===== src/rtl/axi_sched_pkg.sv =====
// Shared types and constants for the AXI slave to SRAM scheduler.
package axi_sched_pkg;

  localparam int unsigned DATA_W  = 32;
  localparam int unsigned STRB_W  = DATA_W / 8;
  localparam int unsigned RESP_W  = 2;
  localparam int unsigned BURST_W = 2;
  localparam int unsigned LEN_W   = 8;
  localparam int unsigned CNT_W   = LEN_W + 1;

  localparam logic [BURST_W-1:0] BURST_FIXED = 2'd0;
  localparam logic [BURST_W-1:0] BURST_INCR  = 2'd1;
  localparam logic [BURST_W-1:0] BURST_WRAP  = 2'd2;

  localparam logic [RESP_W-1:0] RESP_OKAY   = 2'd0;
  localparam logic [RESP_W-1:0] RESP_SLVERR = 2'd2;

  typedef enum logic [1:0] {
    ST_IDLE  = 2'd0,
    ST_WRITE = 2'd1,
    ST_WRESP = 2'd2,
    ST_READ  = 2'd3
  } state_t;

  typedef struct packed {
    logic [DATA_W-1:0] data;
    logic [RESP_W-1:0] resp;
    logic              last;
  } rd_entry_t;

  // Only full-word beats with FIXED or INCR bursts are served without error.
  function automatic logic cmd_err(input logic [2:0] size, input logic [BURST_W-1:0] burst);
    return (size != 3'd2) || (burst >= BURST_WRAP);
  endfunction

endpackage


===== src/rtl/axi_sched_rfifo.sv =====
// Two-entry read-beat FIFO; supports push and pop in the same cycle.
module axi_sched_rfifo
  import axi_sched_pkg::*;
(
  input  logic       clk,
  input  logic       rst,
  input  logic       push,
  input  rd_entry_t  push_data,
  input  logic       pop,
  output rd_entry_t  head,
  output logic [1:0] count
);

  rd_entry_t slots [2];
  logic      wr_ptr;
  logic      rd_ptr;

  // Pointer and occupancy tracking, flushed on reset.
  always_ff @(posedge clk) begin
    if (rst) begin
      wr_ptr <= 1'b0;
      rd_ptr <= 1'b0;
      count  <= 2'd0;
    end else begin
      if (push) wr_ptr <= ~wr_ptr;
      if (pop)  rd_ptr <= ~rd_ptr;
      count <= count + 2'(push) - 2'(pop);
    end
  end

  // Storage needs no reset; occupancy alone says what is valid.
  always_ff @(posedge clk) begin
    if (push) slots[wr_ptr] <= push_data;
  end

  assign head = slots[rd_ptr];

endmodule


===== src/rtl/axi_slave_mem_sched.sv =====
// Serialises one AXI4 slave port onto a single-port, 1-cycle-latency word SRAM.
module axi_slave_mem_sched
  import axi_sched_pkg::*;
#(
  parameter int unsigned AXI_DATA_WIDTH = 32,
  parameter int unsigned AXI_ID_WIDTH   = 4,
  parameter int unsigned MEM_ADDR_WIDTH = 12
) (
  input  logic                      clk,
  input  logic                      rst,
  input  logic                      aw_valid,
  output logic                      aw_ready,
  input  logic [31:0]               aw_addr,
  input  logic [7:0]                aw_len,
  input  logic [2:0]                aw_size,
  input  logic [1:0]                aw_burst,
  input  logic [AXI_ID_WIDTH-1:0]   aw_id,
  input  logic                      w_valid,
  output logic                      w_ready,
  input  logic [AXI_DATA_WIDTH-1:0] w_data,
  input  logic [3:0]                w_strb,
  input  logic                      w_last,
  output logic                      b_valid,
  input  logic                      b_ready,
  output logic [AXI_ID_WIDTH-1:0]   b_id,
  output logic [1:0]                b_resp,
  input  logic                      ar_valid,
  output logic                      ar_ready,
  input  logic [31:0]               ar_addr,
  input  logic [7:0]                ar_len,
  input  logic [2:0]                ar_size,
  input  logic [1:0]                ar_burst,
  input  logic [AXI_ID_WIDTH-1:0]   ar_id,
  output logic                      r_valid,
  input  logic                      r_ready,
  output logic [AXI_DATA_WIDTH-1:0] r_data,
  output logic [1:0]                r_resp,
  output logic                      r_last,
  output logic [AXI_ID_WIDTH-1:0]   r_id,
  output logic                      mem_req,
  output logic                      mem_we,
  output logic [MEM_ADDR_WIDTH-1:0] mem_addr,
  output logic [AXI_DATA_WIDTH-1:0] mem_wdata,
  output logic [3:0]                mem_be,
  input  logic [AXI_DATA_WIDTH-1:0] mem_rdata
);

  state_t                    state;
  state_t                    state_n;
  logic                      prefer_r;
  logic [MEM_ADDR_WIDTH-1:0] addr;
  logic [LEN_W-1:0]          len;
  logic [CNT_W-1:0]          cnt;
  logic [AXI_ID_WIDTH-1:0]   id;
  logic [BURST_W-1:0]        burst;
  logic                      err;
  logic                      rd_pend;
  logic                      pend_last;

  logic      grant_w, grant_r;
  logic      aw_hs, ar_hs, w_beat;
  logic      last_beat, rd_left, rd_room, issue, pop;
  rd_entry_t push_data, head;
  logic [1:0] fifo_count;
  logic      unused_addr_bits;

  // Word-address slice only; byte offset and out-of-range bits alias away.
  assign unused_addr_bits = ^{aw_addr[31:MEM_ADDR_WIDTH+2], aw_addr[1:0],
                              ar_addr[31:MEM_ADDR_WIDTH+2], ar_addr[1:0]};

  assign grant_w   = aw_valid && (!ar_valid || !prefer_r);
  assign grant_r   = ar_valid && (!aw_valid ||  prefer_r);
  assign aw_hs     = aw_valid && aw_ready;
  assign ar_hs     = ar_valid && ar_ready;
  assign w_beat    = w_valid && w_ready;
  assign last_beat = (cnt == {1'b0, len});
  assign rd_left   = (cnt <= {1'b0, len});
  assign pop       = r_valid && r_ready;
  // A slot freed by this cycle's pop may be refilled, keeping one beat per cycle.
  assign rd_room   = (3'(fifo_count) + 3'(rd_pend)) < (3'd2 + 3'(pop));

  assign push_data = '{data: err ? '0 : mem_rdata,
                       resp: err ? RESP_SLVERR : RESP_OKAY,
                       last: pend_last};

  axi_sched_rfifo u_rfifo (
    .clk       (clk),
    .rst       (rst),
    .push      (rd_pend),
    .push_data (push_data),
    .pop       (pop),
    .head      (head),
    .count     (fifo_count)
  );

  assign r_valid = !rst && (fifo_count != 2'd0);
  assign r_data  = r_valid ? head.data : '0;
  assign r_resp  = r_valid ? head.resp : '0;
  assign r_last  = r_valid && head.last;
  assign r_id    = r_valid ? id : '0;

  // State register.
  always_ff @(posedge clk) begin
    if (rst) state <= ST_IDLE;
    else     state <= state_n;
  end

  // Next-state and handshake/SRAM strobes; everything forced low during reset.
  always_comb begin
    state_n   = state;
    aw_ready  = 1'b0;
    ar_ready  = 1'b0;
    w_ready   = 1'b0;
    b_valid   = 1'b0;
    b_id      = '0;
    b_resp    = RESP_OKAY;
    mem_req   = 1'b0;
    mem_we    = 1'b0;
    mem_addr  = '0;
    mem_wdata = '0;
    mem_be    = '0;
    issue     = 1'b0;
    case (state)
      ST_IDLE: begin
        aw_ready = grant_w;
        ar_ready = grant_r;
        if (grant_w)      state_n = ST_WRITE;
        else if (grant_r) state_n = ST_READ;
      end
      ST_WRITE: begin
        w_ready  = 1'b1;
        mem_addr = addr;
        if (w_valid) begin
          mem_req   = !err;
          mem_we    = 1'b1;
          mem_be    = w_strb;
          mem_wdata = w_data;
          if (last_beat) state_n = ST_WRESP;
        end
      end
      ST_WRESP: begin
        b_valid = 1'b1;
        b_id    = id;
        b_resp  = err ? RESP_SLVERR : RESP_OKAY;
        if (b_ready) state_n = ST_IDLE;
      end
      ST_READ: begin
        mem_addr = addr;
        if (rd_left && rd_room) begin
          issue   = 1'b1;
          mem_req = !err;
        end
        if (pop && head.last) state_n = ST_IDLE;
      end
      default: state_n = ST_IDLE;
    endcase
    if (rst) begin
      aw_ready = 1'b0;
      ar_ready = 1'b0;
      w_ready  = 1'b0;
      b_valid  = 1'b0;
      b_id     = '0;
      b_resp   = RESP_OKAY;
      mem_req  = 1'b0;
      issue    = 1'b0;
    end
  end

  // Burst context: command latch, beat counter, address stepping, arbitration pointer.
  always_ff @(posedge clk) begin
    if (rst) begin
      prefer_r  <= 1'b1;
      addr      <= '0;
      len       <= '0;
      cnt       <= '0;
      id        <= '0;
      burst     <= BURST_FIXED;
      err       <= 1'b0;
      rd_pend   <= 1'b0;
      pend_last <= 1'b0;
    end else begin
      rd_pend <= issue;
      if (state == ST_IDLE && aw_valid && ar_valid) prefer_r <= !prefer_r;
      if (aw_hs) begin
        addr  <= aw_addr[MEM_ADDR_WIDTH+1:2];
        len   <= aw_len;
        id    <= aw_id;
        burst <= aw_burst;
        err   <= cmd_err(aw_size, aw_burst);
        cnt   <= '0;
      end else if (ar_hs) begin
        addr  <= ar_addr[MEM_ADDR_WIDTH+1:2];
        len   <= ar_len;
        id    <= ar_id;
        burst <= ar_burst;
        err   <= cmd_err(ar_size, ar_burst);
        cnt   <= '0;
      end
      if (w_beat || issue) begin
        cnt <= cnt + CNT_W'(1);
        if (burst == BURST_INCR) addr <= addr + MEM_ADDR_WIDTH'(1);
      end
      if (w_beat && (w_last != last_beat)) err <= 1'b1;
      if (issue) pend_last <= last_beat;
    end
  end

endmodule


===== config.mk =====
export PLATFORM = sky130hd
export DESIGN_NAME = axi_slave_mem_sched
export DESIGN_NICKNAME = d
export VERILOG_FILES = /design/src/rtl/axi_sched_pkg.sv /design/src/rtl/axi_sched_rfifo.sv /design/src/rtl/axi_slave_mem_sched.sv
export SDC_FILE = /design/constraint.sdc
export NUM_CORES = 1
export LEC_CHECK = 0
export ABC_AREA = 0
export CAP_MARGIN = 10
export CORE_MARGIN = 4
export CORE_UTILIZATION = 38
export CTS_CLUSTER_DIAMETER = 200
export DETAILED_ROUTE_END_ITERATION = 10
export GPL_TIMING_DRIVEN = 0
export HOLD_SLACK_MARGIN = 0.02
export PLACE_DENSITY_LB_ADDON = 0.25
export SLEW_MARGIN = 30
export SYNTH_ARGS = -nofsm -noshare
export SYNTH_HDL_FRONTEND = slang
export SYNTH_SLANG_ARGS = --single-unit

===== constraint.sdc =====
create_clock -name clk -period 2.5 [get_ports clk]
set_clock_uncertainty 0.05 [all_clocks]
set_input_delay 0.5 -clock clk [delete_from_list [all_inputs] [get_ports clk]]
set_output_delay 0.5 -clock clk [all_outputs]
set_load 0.03 [all_outputs]

# Word level (Yosys, flattened, before mapping)
# Memory sizes are Yosys's and may differ from the RTL's. A register that Yosys moved wholly into a read port is not among the register bits.
# Index checks and enable logic that the tools add are counted.
# totals
reg_bits	45
mem_bits_rw	70
in_bits	174
out_inout_bits	100
elab_cells	127
n_memories	1
# op_classes
add_sub_neg	6
magnitude_cmp	4
n_eq_ne	13
mux	58
bitwise	2
n_reduce_logical	30
# memory_table
memory	depth	width	rd	rd_ports_with_merged_regs	wr	line	source
u_rfifo.slots	2	35	1	1	1	axi_sched_rfifo.sv:14	rd_entry_t slots [2];
# ops
operator	n
2-to-1 mux 32 bit	4
2-to-1 mux 12 bit	5
2-to-1 mux 4 bit	7
2-to-1 mux 9 bit	3
2-to-1 mux 2 bit	12
2-to-1 mux 1 bit	23
2-to-1 mux 8 bit	2
logical AND 1 bit	13
adder 12 x 1 -> 12 bit, second input constant	1
adder 9 x 1 -> 9 bit, second input constant	1
equality test 9 x 8 -> 1 bit	1
<= comparator 9 x 8 -> 1 bit	1
inequality test 2 bit, second input constant	4
case mux 2 bit (4 select lines)	1
inequality test 3 x 2 -> 1 bit, second input constant	2
nonzero test 3 bit	2
logical NOT 1 bit	5
logical OR 1 bit	5
AND reduction 5 bit	1
equality test 2 x 1 -> 1 bit, second input constant	2
equality test 2 bit, second input constant	2
greater-or-equal comparator 2 bit, second input constant	2
nonzero test 2 bit	2
adder 2 x 1 -> 3 bit	1
10 further kinds	11

# Depth between registers and ports, before layout
# Gate-level depths: netlist (run 1).
# depth
depth_word	11
ltp_mapped	10
mapped_depth_nobuf	8

# By module
# Synthesis (run 1) repeated with hierarchy kept, for this count alone.
# unflattened
cells_unflattened	606
area_unflattened_um2	6414.9
# by_module_without_submodules
module	n_inst	cells_each	area_each_um2	seq_area_each_um2
axi_slave_mem_sched	1	478	3528.4	820.8
axi_sched_rfifo	1	128	2886.5	2202.1

# Worst setup path before layout (run 1)
# OpenSTA, ideal clock, no wires.
# synth_path
path_kind	input -> output
start	in rst
end	out mem_req
arrival_time_ns	2.421
t_required_ns	1.950
slack_ns	-0.471
cell_stages	7
n_path_buf	1
cell_sequence	buf_6 > o21bai_4 > clkinv_2 > nand3b_4 > a2111oi_4 > nand2_1 > a211oi_1
# synth_via
elab_chain_cells	9
# synth_rtl
element	line	source
from (decl)	axi_slave_mem_sched.sv:10	input logic rst,
logical NOT 1 bit	axi_slave_mem_sched.sv:96	assign r_valid = !rst && (fifo_count != 2'd0);
logical AND 1 bit	axi_slave_mem_sched.sv:96	
named net r_valid	axi_slave_mem_sched.sv:34	output logic r_valid,
logical AND 1 bit	axi_slave_mem_sched.sv:78	assign pop = r_valid && r_ready;
adder 2 x 1 -> 3 bit	axi_slave_mem_sched.sv:80	assign rd_room = (3'(fifo_count) + 3'(rd_pend)) < (3'd2 + 3'(pop));
< comparator 3 bit	axi_slave_mem_sched.sv:80	
logical AND 1 bit	axi_slave_mem_sched.sv:149	if (rd_left && rd_room) begin
2-to-1 mux 1 bit	axi_slave_mem_sched.sv:149	
case mux 1 bit (2 select lines)	axi_slave_mem_sched.sv:123	case (state)
2-to-1 mux 1 bit	axi_slave_mem_sched.sv:157	if (rst) begin
to (decl)	axi_slave_mem_sched.sv:40	output logic mem_req,
# The timed path passes the listed nets, and every way through them passes these cells.

# Final worst setup path (run 1)
# layout_path
start	reg len[5]
end	out mem_req
# layout_via
elab_chain_cells	5
# layout_rtl
element	line	source
from (decl)	axi_slave_mem_sched.sv:52	logic [LEN_W-1:0] len;
from (signal assigned)	axi_slave_mem_sched.sv:186	len <= aw_len;
from (signal assigned)	axi_slave_mem_sched.sv:193	len <= ar_len;
<= comparator 9 x 8 -> 1 bit	axi_slave_mem_sched.sv:77	assign rd_left = (cnt <= {1'b0, len});
logical AND 1 bit	axi_slave_mem_sched.sv:149	
2-to-1 mux 1 bit	axi_slave_mem_sched.sv:149	
case mux 1 bit (2 select lines)	axi_slave_mem_sched.sv:123	
2-to-1 mux 1 bit	axi_slave_mem_sched.sv:157	
# Every way passes these cells.

==> results.yml, run 1 <==
finish:
  syn2layout_area_growth_pct: 56.85
  layout.nets: 1041
  final_cells: 1052
  drive_gt1_frac: 0.1863
  fillCellCount: 1297
  n_antenna_cell: 0
sta:
  max_freq_ghz: 0.3772
  final-hold-violation-count: 0
  worstMarginPinSlew_ps: 576.9
  period_share: 1.060
  fin_ws_ps: -150.9
  finalCriticalPeriod_ps: 2651
  worst_hold_slack_ps: 391.2
  setup_viol: 1
  slew_headroom: 0.6140
  drv_slew: 0
  rsz0062_at_grt: "true"
yosys:
  synth_warnings: 0
  synth_edf_count: 68
  synth.area.top_cells: "edfxtp_1 35%, dfxtp_1 16%, mux2i_1 5.8%, and2_1 5.7%, nor2_1 5.0%"
  synth_ff_type: "edfxtp_1"
  postSynthCellCount: 591
  async_flop_share: 0
  syn_area_um2: 5912
  yosysSeqAreaShare: 0.5012
  postSynthAreaPerCell_um2: 10.00
  synth_top_area_share: 0.3454
  ys_ff_latch: 114
  synthDistinctLibCells: 53
  yosysTopAreaCell: "edfxtp_1"
critical_path:
  cp-start-kind: "register"
  criticalPathCategory: "register to primary output"
  worst-path-max-fanout: 2
  cp.arrival_ps: 2100
  crit_path_end_kind: "primary output"
  required_ps: 1950
drt:
  postRouteAntennaNets: 0
  drt_pass1_iterations: 4
  drt_iter0_drc: 225
  drt-total-wl_um: 17450
  drc: 0
  wire_per_inst_um: 16.59
  vias: 5374
  drt-vias-per-instance: 5.108
cts:
  cts_max_path_buffers: 2
  clk_latency_ps: 410
  numCtsBuffers: 17
  clockRootBuffer: "clkbuf_16"
  cts_tree: "built"
  cts_hold_buf: 0
  clk_pin_slew_ps: 50
  cts.sink_count: 114
  h-tree-depth: 4
place:
  portBuffers: 230
  gp_congestion: 0.8519
  detailed_place_hpwl_um: 12930
  preCtsSetupSlack_ps: -1143
  dp_cells: 1012
power:
  power_leakage_nw: 3.772
  ir_drop_mv: 0.5520
  p_per_area_nw_per_um2: 623.2
global_routing:
  grt_max_degree: 22
  grt.overflow.total: 0
  grt_use_total: 0.1953
  grt_antenna_before_repair: 0
  grt_pass1_wl_um: 27900
  first_global_vias: 5640
floorplanning:
  io_pins: 274
  die-area_um2: 17620
  die_x_um: 132.7
  die_y_um: 132.7
  initial_utilization: 0.3889
  core-area_um2: 15200
  rows: 45
worst_hold_path:
  hold_class: "input pin to register"
run_status:
  violations: "negative setup slack"
  outcome: "complete, but fails checks"
flow_run:
  maxCapViolCount: 0
## cells in the mapped netlist, types with 7 or more instances
cell type,count
xnor2_1,9
nand2_1,46
xor2_1,9
nor2_1,79
nor2b_1,35
or3_1,7
and2_1,54
edfxtp_1,68
clkbuf_1,30
o211ai_1,9
and3_1,8
o22ai_1,9
nand2b_1,8
nand3_1,23
ha_1,14
mux2i_1,34
a311oi_1,15
inv_1,17
dfxtp_1,46
## registers in the layout (all words and copies together) (netlist names), named ones only
signal,flops
state,2
u_rfifo.count,2
prefer_r,1
u_rfifo.slots,68
burst,2
len,8
cnt,9
addr,12
rd_pend,1
pend_last,1
err,1
id,4
u_rfifo.wr_ptr,1
u_rfifo.rd_ptr,1
## per-stage QoR
stage               instance area (um2)  TNS, ps  utilization  total power [mW]
CTS                                9229   -253.8       0.6071             5.750
global route                       9273   -216.9       0.6100             6.025
floorplan                          5934        0            -             2.941
detailed placement                 8536   -47610       0.5615             3.504
global placement                   8472   -70630       0.5573             3.463
finish                             9273   -150.9       0.6100             5.779
## layout by cell type, fill, tap and decap left out, types with 10 or more instances in the layout
master	synthesis	routed
nor2b_1	35	33
inv_1	17	13
clkbuf_16	0	17
buf_2	3	16
dfxtp_2	0	14
clkbuf_2	0	21
edfxtp_1	68	68
dfxtp_1	46	29
clkbuf_1	30	18
clkdlybuf4s15_2	0	10
and2_1	54	53
clkdlybuf4s50_1	0	135
mux2i_1	34	34
nor2_1	79	78
nand2_1	46	45
dlymetal6s2s_1	0	10
nand3_1	23	21
buf_4	2	23
a311oi_1	15	15
dlygate4sd2_1	0	35
## routing by layer
metal | track usage | up-vias | share of wire
li1 | - | 2619 | -
met4 | 0.06005 | 0 | 0.026
met2 | 0.3341 | 213 | 0.49
met1 | 0.2280 | 2496 | 0.41
met5 | 0 | - | 0
met3 | 0.07338 | 46 | 0.072
## worst max-delay path, stage by stage (launching register included)
cell      delay, ps
dfxtp_1         330
inv_1            50
ha_1            220
a21oi_4         170
o21ai_2          80
o211ai_1        310
nand2_2         120
a211oi_4        240
buf_6           170
## kinds of logic (layout without fill, tap and decap cells)
| kind of cell | Yosys count | after routing | share of synthesized area |
|---|---|---|---|
| XOR/XNOR | 18 | 18 | 0.02667 |
| AND/OR/NAND/NOR | 282 | 282 | 0.2476 |
| AO/OA/AOI/OAI | 72 | 72 | 0.09651 |
| other | 1 | 2 | 0.0006343 |
| buffers and inverters | 56 | 328 | 0.04021 |
| flip-flops | 114 | 114 | 0.5012 |
| adder cells (fa/ha/maj) | 14 | 14 | 0.02963 |
| multiplexers | 34 | 34 | 0.05757 |
## layout make-up
| type | instances | area (um2) | area share |
|---|---|---|---|
| plain buffers | 34 | 210.2 | 0.02267 |
| multi-input cells | 422 | 2932 | 0.3162 |
| repair buffers | 246 | 2292 | 0.2472 |
| clock inverters | 7 | 86.33 | 0.009310 |
| inverters | 18 | 77.57 | 0.008366 |
| clock buffers | 23 | 447.9 | 0.04831 |
| flip-flops and latches | 114 | 2992 | 0.3226 |
| well taps | 188 | 235.2 | 0.02537 |
## worst paths after layout
check | from | endpoint | slack, ps | cells after the start
worst max-delay path | len[5] | mem_req | -150 | 8
worst min register to register | len[5] | len[5] | 440 | 2
worst max register to register | rd_pend | addr[10] | 90 | 10
worst min-delay path | rst | cnt[4] | 390 | 3
## what timing repair did
action,CTS,global route
setup endpoints to repair,102,61
gates resized for setup,276,61
setup buffers,10,4
pin swaps,13,9
## report_power, final
| part | switching [mW] | total (mW) | internal [mW] |
|---|---|---|---|
| logic | 0.726 | 1.35 | 0.625 |
| clock network | 0.770 | 2.21 | 1.44 |
| registers | 0.0944 | 2.22 | 2.12 |
(Power assumes the default switching activity.)
==> run 2: changes to the inputs <==
--- a/config.mk
+++ b/config.mk
@@ -6,6 +6,7 @@
 export NUM_CORES = 1
 export LEC_CHECK = 0
 export ABC_AREA = 0
+export ABC_CLOCK_PERIOD_IN_PS = 2500
 export CAP_MARGIN = 10
 export CORE_MARGIN = 4
 export CORE_UTILIZATION = 38
==> results of run 2 <==
Same layout as run 1: the final DEF is identical, and so are final timing and power.
